## config.mk

```make
export PLATFORM = sky130hd
export DESIGN_NAME = dcmi_tx
export DESIGN_NICKNAME = d
export VERILOG_FILES = /design/src/rtl/dcmi_tx.sv
export SDC_FILE = /design/constraint.sdc
export NUM_CORES = 1
export LEC_CHECK = 0
export CORE_MARGIN = 10
export CORE_UTILIZATION = 30
export DETAILED_ROUTE_END_ITERATION = 8
export SLEW_MARGIN = 20
export SYNTH_ARGS = -nofsm -noshare
export SYNTH_HDL_FRONTEND = slang
export SYNTH_SLANG_ARGS = --single-unit
```

## constraint.sdc

```tcl
create_clock -name clk -period 5.1 [get_ports clk]
set_input_delay 0.765 -clock clk [delete_from_list [all_inputs] [get_ports clk]]
set_output_delay 0.765 -clock clk [all_outputs]
set_load 0.005 [all_outputs]
```

## src/rtl/dcmi_tx.sv

```systemverilog
// Camera-side DCMI transmitter: emits vsync/hsync/data frames with programmable geometry.
// Optional embedded BT.656-style sync codes when DCMI_TX_EMBSYNC_EN is defined.
module dcmi_tx #(
  parameter int unsigned DW = 8,
  parameter int unsigned CW = 14
) (
`ifdef DCMI_TX_EMBSYNC_EN
  input  logic          embsync,
`endif
  input  logic          clk,
  input  logic          rstn,
  input  logic          tx_en,
  input  logic          continuous,
  input  logic [3:0]    pclk_div,
  input  logic [CW-1:0] hsize,
  input  logic [CW-1:0] vsize,
  input  logic [CW-1:0] hblank,
  input  logic [CW-1:0] vs_width,
  input  logic [CW-1:0] vbp,
  input  logic [CW-1:0] vfp,
  input  logic          hspol,
  input  logic          vspol,
  output logic          pix_stb,
  output logic          dcmi_vsync,
  output logic          dcmi_hsync,
  output logic [DW-1:0] dcmi_data,
  output logic          busy,
  output logic          vsync_pulse,
  output logic          line_end_pulse,
  output logic          frame_end_pulse
);

  typedef enum logic [2:0] {StIdle, StVs, StVbp, StLine, StHb, StVfp} state_e;

  state_e        state_q;
  logic [3:0]    div_q;
  logic [CW-1:0] cnt_q, pix_q, line_q;
  logic          tx_en_q, vs_q, href_q;
  logic [DW-1:0] data_q;

  logic [3:0]    div_sh;
  logic [CW-1:0] hsize_sh, vsize_sh, hblank_sh, vsw_sh, vbp_sh, vfp_sh;
  logic          hspol_sh, vspol_sh;
  logic          emb_on, frame_start, hpol_eff, vpol_eff;

  assign busy    = (state_q != StIdle);
  assign pix_stb = busy && (div_q == div_sh);

  // A frame starts from IDLE on a tx_en edge (or level in continuous mode), or
  // back-to-back from the final VFP strobe.
  assign frame_start = ((state_q == StIdle) && tx_en && (!tx_en_q || continuous)) ||
                       ((state_q == StVfp) && pix_stb && (cnt_q == vfp_sh) &&
                        tx_en && continuous);

  always_ff @(posedge clk or negedge rstn) begin
    if (!rstn) begin
      div_sh    <= '0;
      hsize_sh  <= '0;
      vsize_sh  <= '0;
      hblank_sh <= '0;
      vsw_sh    <= '0;
      vbp_sh    <= '0;
      vfp_sh    <= '0;
      hspol_sh  <= 1'b0;
      vspol_sh  <= 1'b0;
    end else if (frame_start) begin
      div_sh    <= pclk_div;
      hsize_sh  <= hsize;
      vsize_sh  <= vsize;
      hblank_sh <= hblank;
      vsw_sh    <= vs_width;
      vbp_sh    <= vbp;
      vfp_sh    <= vfp;
      hspol_sh  <= hspol;
      vspol_sh  <= vspol;
    end
  end

  always_ff @(posedge clk or negedge rstn) begin
    if (!rstn) begin
      state_q         <= StIdle;
      div_q           <= '0;
      cnt_q           <= '0;
      pix_q           <= '0;
      line_q          <= '0;
      tx_en_q         <= 1'b0;
      vs_q            <= 1'b0;
      href_q          <= 1'b0;
      data_q          <= '0;
      vsync_pulse     <= 1'b0;
      line_end_pulse  <= 1'b0;
      frame_end_pulse <= 1'b0;
    end else begin
      tx_en_q         <= tx_en;
      vsync_pulse     <= 1'b0;
      line_end_pulse  <= 1'b0;
      frame_end_pulse <= 1'b0;
      if (frame_start) begin
        state_q     <= StVs;
        div_q       <= '0;
        cnt_q       <= '0;
        pix_q       <= '0;
        line_q      <= '0;
        vs_q        <= 1'b1;
        href_q      <= 1'b0;
        data_q      <= '0;
        vsync_pulse <= 1'b1;
      end else if (state_q != StIdle) begin
        div_q <= pix_stb ? 4'd0 : div_q + 4'd1;
        if (pix_stb) begin
          unique case (state_q)
            StVs: begin
              if (cnt_q == vsw_sh) begin
                state_q <= StVbp;
                cnt_q   <= '0;
                vs_q    <= 1'b0;
              end else begin
                cnt_q <= cnt_q + CW'(1);
              end
            end
            StVbp: begin
              if (cnt_q == vbp_sh) begin
                state_q <= StLine;
                cnt_q   <= '0;
                pix_q   <= '0;
                href_q  <= 1'b1;
                data_q  <= DW'(line_q);
              end else begin
                cnt_q <= cnt_q + CW'(1);
              end
            end
            StLine: begin
              if (pix_q == hsize_sh) begin
                href_q         <= 1'b0;
                data_q         <= '0;
                cnt_q          <= '0;
                line_end_pulse <= 1'b1;
                if (line_q == vsize_sh) begin
                  state_q         <= StVfp;
                  frame_end_pulse <= 1'b1;
                end else begin
                  state_q <= StHb;
                end
              end else begin
                pix_q  <= pix_q + CW'(1);
                data_q <= DW'(pix_q + line_q + CW'(1));
              end
            end
            StHb: begin
              if (cnt_q == hblank_sh) begin
                state_q <= StLine;
                cnt_q   <= '0;
                pix_q   <= '0;
                line_q  <= line_q + CW'(1);
                href_q  <= 1'b1;
                data_q  <= DW'(line_q + CW'(1));
              end else begin
                cnt_q <= cnt_q + CW'(1);
              end
            end
            StVfp: begin
              if (cnt_q == vfp_sh) begin
                state_q <= StIdle;
                cnt_q   <= '0;
                line_q  <= '0;
              end else begin
                cnt_q <= cnt_q + CW'(1);
              end
            end
            default: state_q <= StIdle;
          endcase
        end
      end
    end
  end

  // Idle lines follow the live polarity inputs so they read inactive before any frame.
  assign hpol_eff = busy ? hspol_sh : hspol;
  assign vpol_eff = busy ? vspol_sh : vspol;

  assign dcmi_hsync = (href_q & ~emb_on) ^ hpol_eff;
  assign dcmi_vsync = (vs_q & ~emb_on) ^ vpol_eff;

`ifdef DCMI_TX_EMBSYNC_EN
  logic          emb_sh;
  logic          code_hit, code_h;
  logic [1:0]    code_idx;
  logic [7:0]    code_byte;
  logic [CW-1:0] lim;
  logic [DW-1:0] overlay;

  always_ff @(posedge clk or negedge rstn) begin
    if (!rstn) begin
      emb_sh <= 1'b0;
    end else if (frame_start) begin
      emb_sh <= embsync;
    end
  end

  assign emb_on = emb_sh;

  // EAV fills the first 4 blank strobes after a line, SAV the last 4 before one.
  always_comb begin
    code_hit = 1'b0;
    code_h   = 1'b0;
    code_idx = 2'd0;
    overlay  = '0;
    unique case (state_q)
      StVbp:   lim = vbp_sh;
      StHb:    lim = hblank_sh;
      default: lim = vfp_sh;
    endcase
    if (emb_sh) begin
      if (((state_q == StHb) || (state_q == StVfp)) && (cnt_q < CW'(4))) begin
        code_hit = 1'b1;
        code_h   = 1'b1;
        code_idx = cnt_q[1:0];
      end else if (((state_q == StVbp) || (state_q == StHb)) &&
                   (cnt_q >= lim - CW'(3))) begin
        code_hit = 1'b1;
        code_idx = 2'(cnt_q - (lim - CW'(3)));
      end
    end
    unique case (code_idx)
      2'd0:    code_byte = 8'hff;
      2'd3:    code_byte = {1'b1, 1'b0, 1'b0, code_h, 4'b0000};
      default: code_byte = 8'h00;
    endcase
    if (code_hit) overlay[DW-1 -: 8] = code_byte;
  end

  assign dcmi_data = data_q | overlay;
`else
  assign emb_on    = 1'b0;
  assign dcmi_data = data_q;
`endif

endmodule
```

---- Yosys cells after proc, flatten, opt, wreduce, memory -nomap -nowiden ----
Cells that the tools add are included.
storage, ports and cells
  input bits .............................. 94
  output and inout bits ................... 15
  register bits after elaboration ......... 153
cells by class
  multiplexer cells ....................... 68
  equality and inequality tests ........... 18
  add/sub/neg operators ................... 6
  reductions and logical operators ........ 26
  bitwise gates (word level) .............. 2
operators with widths
  operator                                       number
  two-way mux 14 bit                             19
  == test 14 bit                                 6
  case mux 14 bit (5 select lines)               1
  two-way mux 8 bit                              6
  adder 14 x 1 -> 14 bit, second input constant  3
  case mux 14 bit (3 select lines)               1
  case mux 14 bit (2 select lines)               1
  two-way mux 1 bit                              26
  two-way mux 3 bit                              8
  case mux 8 bit (3 select lines)                1
  inequality test 3 bit, second input constant   5
  case mux 3 bit (5 select lines)                1
  two-way mux 4 bit                              3
  AND reduction 6 bit                            2
  AND reduction 5 bit                            2
  adder 8 x 1 -> 8 bit, second input constant    1
  adder 8 bit                                    1
  AND reduction 4 bit                            2
  nonzero test 2 bit                             4
  logical AND 1 bit                              7
  AND reduction 7 bit                            1
  == test 3 x 2 -> 1 bit, second input constant  2
  == test 3 bit, second input constant           2
  nonzero test 3 bit                             2
  11 further kinds                               13

---- Logic depth before layout (Yosys ltp) ----
  depth after elaboration ................. 9
  gate-level depth with buffers ........... 13
  depth with buffers taken out ............ 10

---- Worst setup path before layout ----
No wires, ideal clock.
  path kind ............................... flip-flop to flip-flop
  from .................................... reg line_q[0]
  to ...................................... reg data_q[6], in the netlist dcmi_data[6]
  period minus slack after synthesis ...... 2.336 ns
  slack ................................... 2.764 ns
  setup time .............................. 0.110 ns
  stages on the path, launching flop included .. 12
  buffers on the path ..................... 1
  data required time ...................... 4.990 ns
  data arrival time ....................... 2.225 ns
  cells stage by stage .................... dfrtp_1 clkbuf_1 inv_1 ha_1 fa_1 nor2b_1 o21ai_0 a21boi_0 o21a_1 or3_1 a31oi_1 o41ai_1
on the way
  longest elaborated chain between the ends .. 7
  elaborated cells on any way between the ends .. 9
  those cells by class .................... add/sub (3); mux (6)
ends and longest elaborated chain
  what                                 RTL line  text
  from (decl)                          37        logic [CW-1:0] cnt_q, pix_q, line_q;
  from (signal assigned)               154       line_q <= line_q + CW'(1);
  adder 8 bit                          146       data_q <= DW'(pix_q + line_q + CW'(1));
  adder 8 x 1 -> 8 bit                 146
  two-way mux 8 bit                    133       if (pix_q == hsize_sh) begin
  case mux 8 bit (3 select lines) (*)  111       unique case (state_q)
  two-way mux 8 bit (*)                110       if (pix_stb) begin
  two-way mux 8 bit (*)                108       end else if (state_q != StIdle) begin
  two-way mux 8 bit (*)                98        if (frame_start) begin
  to (signal assigned)                 127       data_q <= DW'(line_q);
  to (signal assigned)                 146
  to (signal assigned)                 156       data_q <= DW'(line_q + CW'(1));
  to (decl)                            39        logic [DW-1:0] data_q;
Every way passes the cells marked *; elsewhere a longest branch is shown, timed or not. The select of a mux whose other input is x is not followed.
A chain may end at the register's enable or synchronous reset.

---- Worst setup path in the final report ----
  from .................................... reg state_q[0]
  to ...................................... reg data_q[6], in the netlist dcmi_data[6]
on the way
  longest elaborated chain between the ends .. 9
  elaborated cells on any way between the ends .. 24
  those cells by class .................... eq/ne (6); mux (4); reduce/logical (14)
ends and longest elaborated chain
  what                                                           RTL line  text
  from (decl)                                                    35        state_e state_q;
  from (signal assigned)                                         81        state_q <= StIdle;
  from (signal assigned)                                         99        state_q <= StVs;
  from (signal assigned)                                         114       state_q <= StVbp;
  nonzero test 3 bit                                             46, 108
  logical AND 1 bit                                              47        assign pix_stb = busy && (div_q == div_sh);
  logical AND 1 bit (3 in series)                                52        ((state_q == StVfp) && pix_stb && (cnt_q == vfp_sh) &&
  logical AND 1 bit                                              53        tx_en && continuous);
  logical OR 1 bit                                               51        assign frame_start = ((state_q == StIdle) && tx_en && (!tx_en_q || continuous)) ||
  inequality test 3 bit (no line), or another cell as far along  n/a
  AND reduction 5 bit (no line)                                  n/a
Parallel ways exist; a longest one is shown, timed or not. The select of a mux whose other input is x is not followed.

==> metrics <==
status completed; Crit Path Max Fanout 68; most common flop cell mapped by yosys dfrtp_1; Diodes inserted 0; Die X between 150 and 200 microns; Post-CTS Setup Repair Bufs 0; wire per inst between 15 and 20 microns; Rows between 60 and 70; synth warn 0; synthesized cell area 0.008472 sq mm; PwrDens slightly below 500 mW/mm^2; CP startpoint state_q[0]$_DFFE_PN0P_; Reg2Reg Launch Point state_q[0]$_DFFE_PN0P_; arrival time at the worst endpoint ~3700 ps; Worst Path Required between 5000 and 6000 ps; Post-synth ARST share 1.000; sequential area share after synthesis 0.4519; critical path class reg -> reg; initial antenna violation count 0; HPWL after DPL roughly 16000 microns; Synth Area in Compound Gates 0.1171; largest net degree at the start of global routing 70; post-synthesis mux area share 0.008271; Residual DRC 0; min cycle time layout between 3000 and 4000 ps; vias in the first global route between 6000 and 7000; core box area 0.02786 sq mm; Initial Utilization 0.3041; P_leak ~4.6 nW; Max-cap violations 0; TNS Setup 0 ps; nets@finish 1143; Synth Area in XOR/XNOR 0.1028; clk buf depth 2; root buffer cell clkbuf_16; RSZ-0062 raised after global routing no; Setup Skew a little under 20 ps; post-synthesis area per instance around 9 sq um; via/cell ratio between 4 and 5; gpl congestion roughly 0.85; global-route wire length before repair 37210 microns; # hold bufs at CTS 0; CTS buffer count 17; Slew @ Worst Pin 1004 ps; syn_nets between 1000 and 1500; global-route usage over all layers 0.1289; Worst setup EP type flip-flop; WL final roughly 23000 microns; drt pass-1 iters 4; Max-slew headroom 0.3307; Design Power ~5 mW; CP startpoint kind flip-flop; CTS resizes 0; die height roughly 190 microns; post-synth top area share 0.4519; top post-synthesis cells by area dfrtp_1 45%, nand2_1 14%, xnor2_1 6.8%; Synth cell types 70; Final Hold Violating Endpoints 0; largest area contributor in the netlist dfrtp_1; register area 0.003829 sq mm; post-synthesis adder-cell area fraction 0.02009; Mapped Cells between 900 and 1000; area growth from synthesis to layout 21.58%; Max Fclk roughly 0.29 GHz; DR iter-0 viols 460; Multi-input gate area roughly 0.0043 sq mm; share of layout cells above drive strength 1 0.07061; IO Count about 110; clock-pin transition on the worst setup and hold timing paths 70 ps; Routed Antenna Nets 0; Slew Viols, Final 0; DR vias 6841; worst-skew pair later-pin latency between 400 and 500 ps; simple-gate share of the synthesized area 0.2528; Finished Cell Area 0.01030 sq mm; H-tree depth 4; worst min-delay path category in -> async; Remaining Overflow, GRT 0; Fillers 2827; crit share post-route 0.6737; largest family of logic cells by synthesized area simple AND/OR/NAND/NOR gates; PortBufs 108; final setup fails 0; Clock Sink Count around 150; Placed Area 0.009754 sq mm; Post-synth EDFFs 0; maximum VDD drop 192.0 uV; Seq cells post-synth approximately 150; CTS tree yes; die area 0.03536 sq mm
==> through the flow <==
step | hold WS, ps | utilization | instances | setup WS (ps)
final | 352.5 | 0.3697 | 1426 | 1664
after global routing | 397.0 | 0.3697 | 1426 | 1359
after CTS | 367.5 | 0.3695 | 1426 | 1605
after detailed placement | 458.6 | 0.3501 | 1395 | 1543
after global placement | 449.2 | 0.3501 | 1395 | 1681
after floorplan | 438.0 | - | 963 | 2764
==> sequential cells by signal, summed over array words and instances, names as in the netlist <==
signal           count
cnt_q               14
dcmi_data            8
div_q                4
div_sh               4
frame_end_pulse      1
hblank_sh           14
href_q               1
hsize_sh            14
hspol_sh             1
line_end_pulse       1
line_q              14
pix_q               14
state_q              3
tx_en_q              1
vbp_sh              14
vfp_sh              14
vs_q                 1
vsize_sh            14
vspol_sh             1
vsw_sh              14
vsync_pulse          1
==> report_power, final <==
group / total (mW) / internal [mW] / leakage (nW) / switching, mW
Clock: 1.18 / 0.633 / 0.260 / 0.547
Combinational: 1.81 / 0.845 / 2.37 / 0.968
Sequential: 2.08 / 1.65 / 1.96 / 0.435
Total: 5.07 / 3.12 / 4.60 / 1.95
==> area by class of cell <==
| type | count | area share |
|---|---|---|
| multi-input cells | 734 | 0.4128 |
| flip-flops and latches | 153 | 0.3717 |
| repair buffers | 117 | 0.1116 |
| well taps | 378 | 0.04592 |
| clock buffers | 18 | 0.04167 |
| clock inverters | 13 | 0.01069 |
| inverters | 13 | 0.005588 |
==> synth_stat cells, drive strengths merged (17+ instances only) <==
cell      n
nand2   318
dfrtp   153
xnor2    70
o21ai    51
nor2     40
buf      39
xor2     26
clkbuf   24
and3     20
nand3    20
o31ai    20
nand4    19
a21oi    17
==> kinds of logic after synthesis <==
group | count (synthesis)
flip-flops | 153
XOR/XNOR | 96
multiplexers | 7
buffers and inverters | 76
AO/OA/AOI/OAI | 137
AND/OR/NAND/NOR | 481
adder cells (fa/ha/maj) | 13
==> cell usage in the layout (no fill, tap or decap), drive strengths merged, types with 20 or more instances in the layout <==
cell type,n
xnor2,70
clkdlybuf4s50,107
nor2,40
o21ai,51
nand2,318
and3,20
o31ai,20
dfrtp,153
xor2,26
nand3,20
==> worst paths after layout <==
kind | to | slack, ps | cells after the start
worst max-delay path | dcmi_data[6]$_DFFE_PN0P_ | 1660 | 9
worst max register to register | dcmi_data[6]$_DFFE_PN0P_ | 1660 | 9
worst min register to register | hspol_sh$_DFFE_PN0N_ | 470 | 2
min in group clk | hspol_sh$_DFFE_PN0N_ | 470 | 2
max in group asynchronous | hblank_sh[9]$_DFFE_PN0N_ | 3700 | 2
worst min-delay path | line_q[10]$_DFFE_PN0P_ | 350 | 1
==> routing by layer <==
metal  part of all wire  track usage
met5                  0            0
met4              0.022      0.04338
met3              0.040      0.02987
met2               0.49       0.2149
met1               0.45       0.1602
==> critical path: stages, from the launching register on <==
cell	delay [ps]
dfrtp_1	510
nor3_4	470
inv_4	110
nand4_2	130
or2_1	330
inv_6	90
a31oi_4	690
clkinv_2	160
buf_4	370
o41ai_1	420
Note: power is estimated with default switching activity, not from simulation.
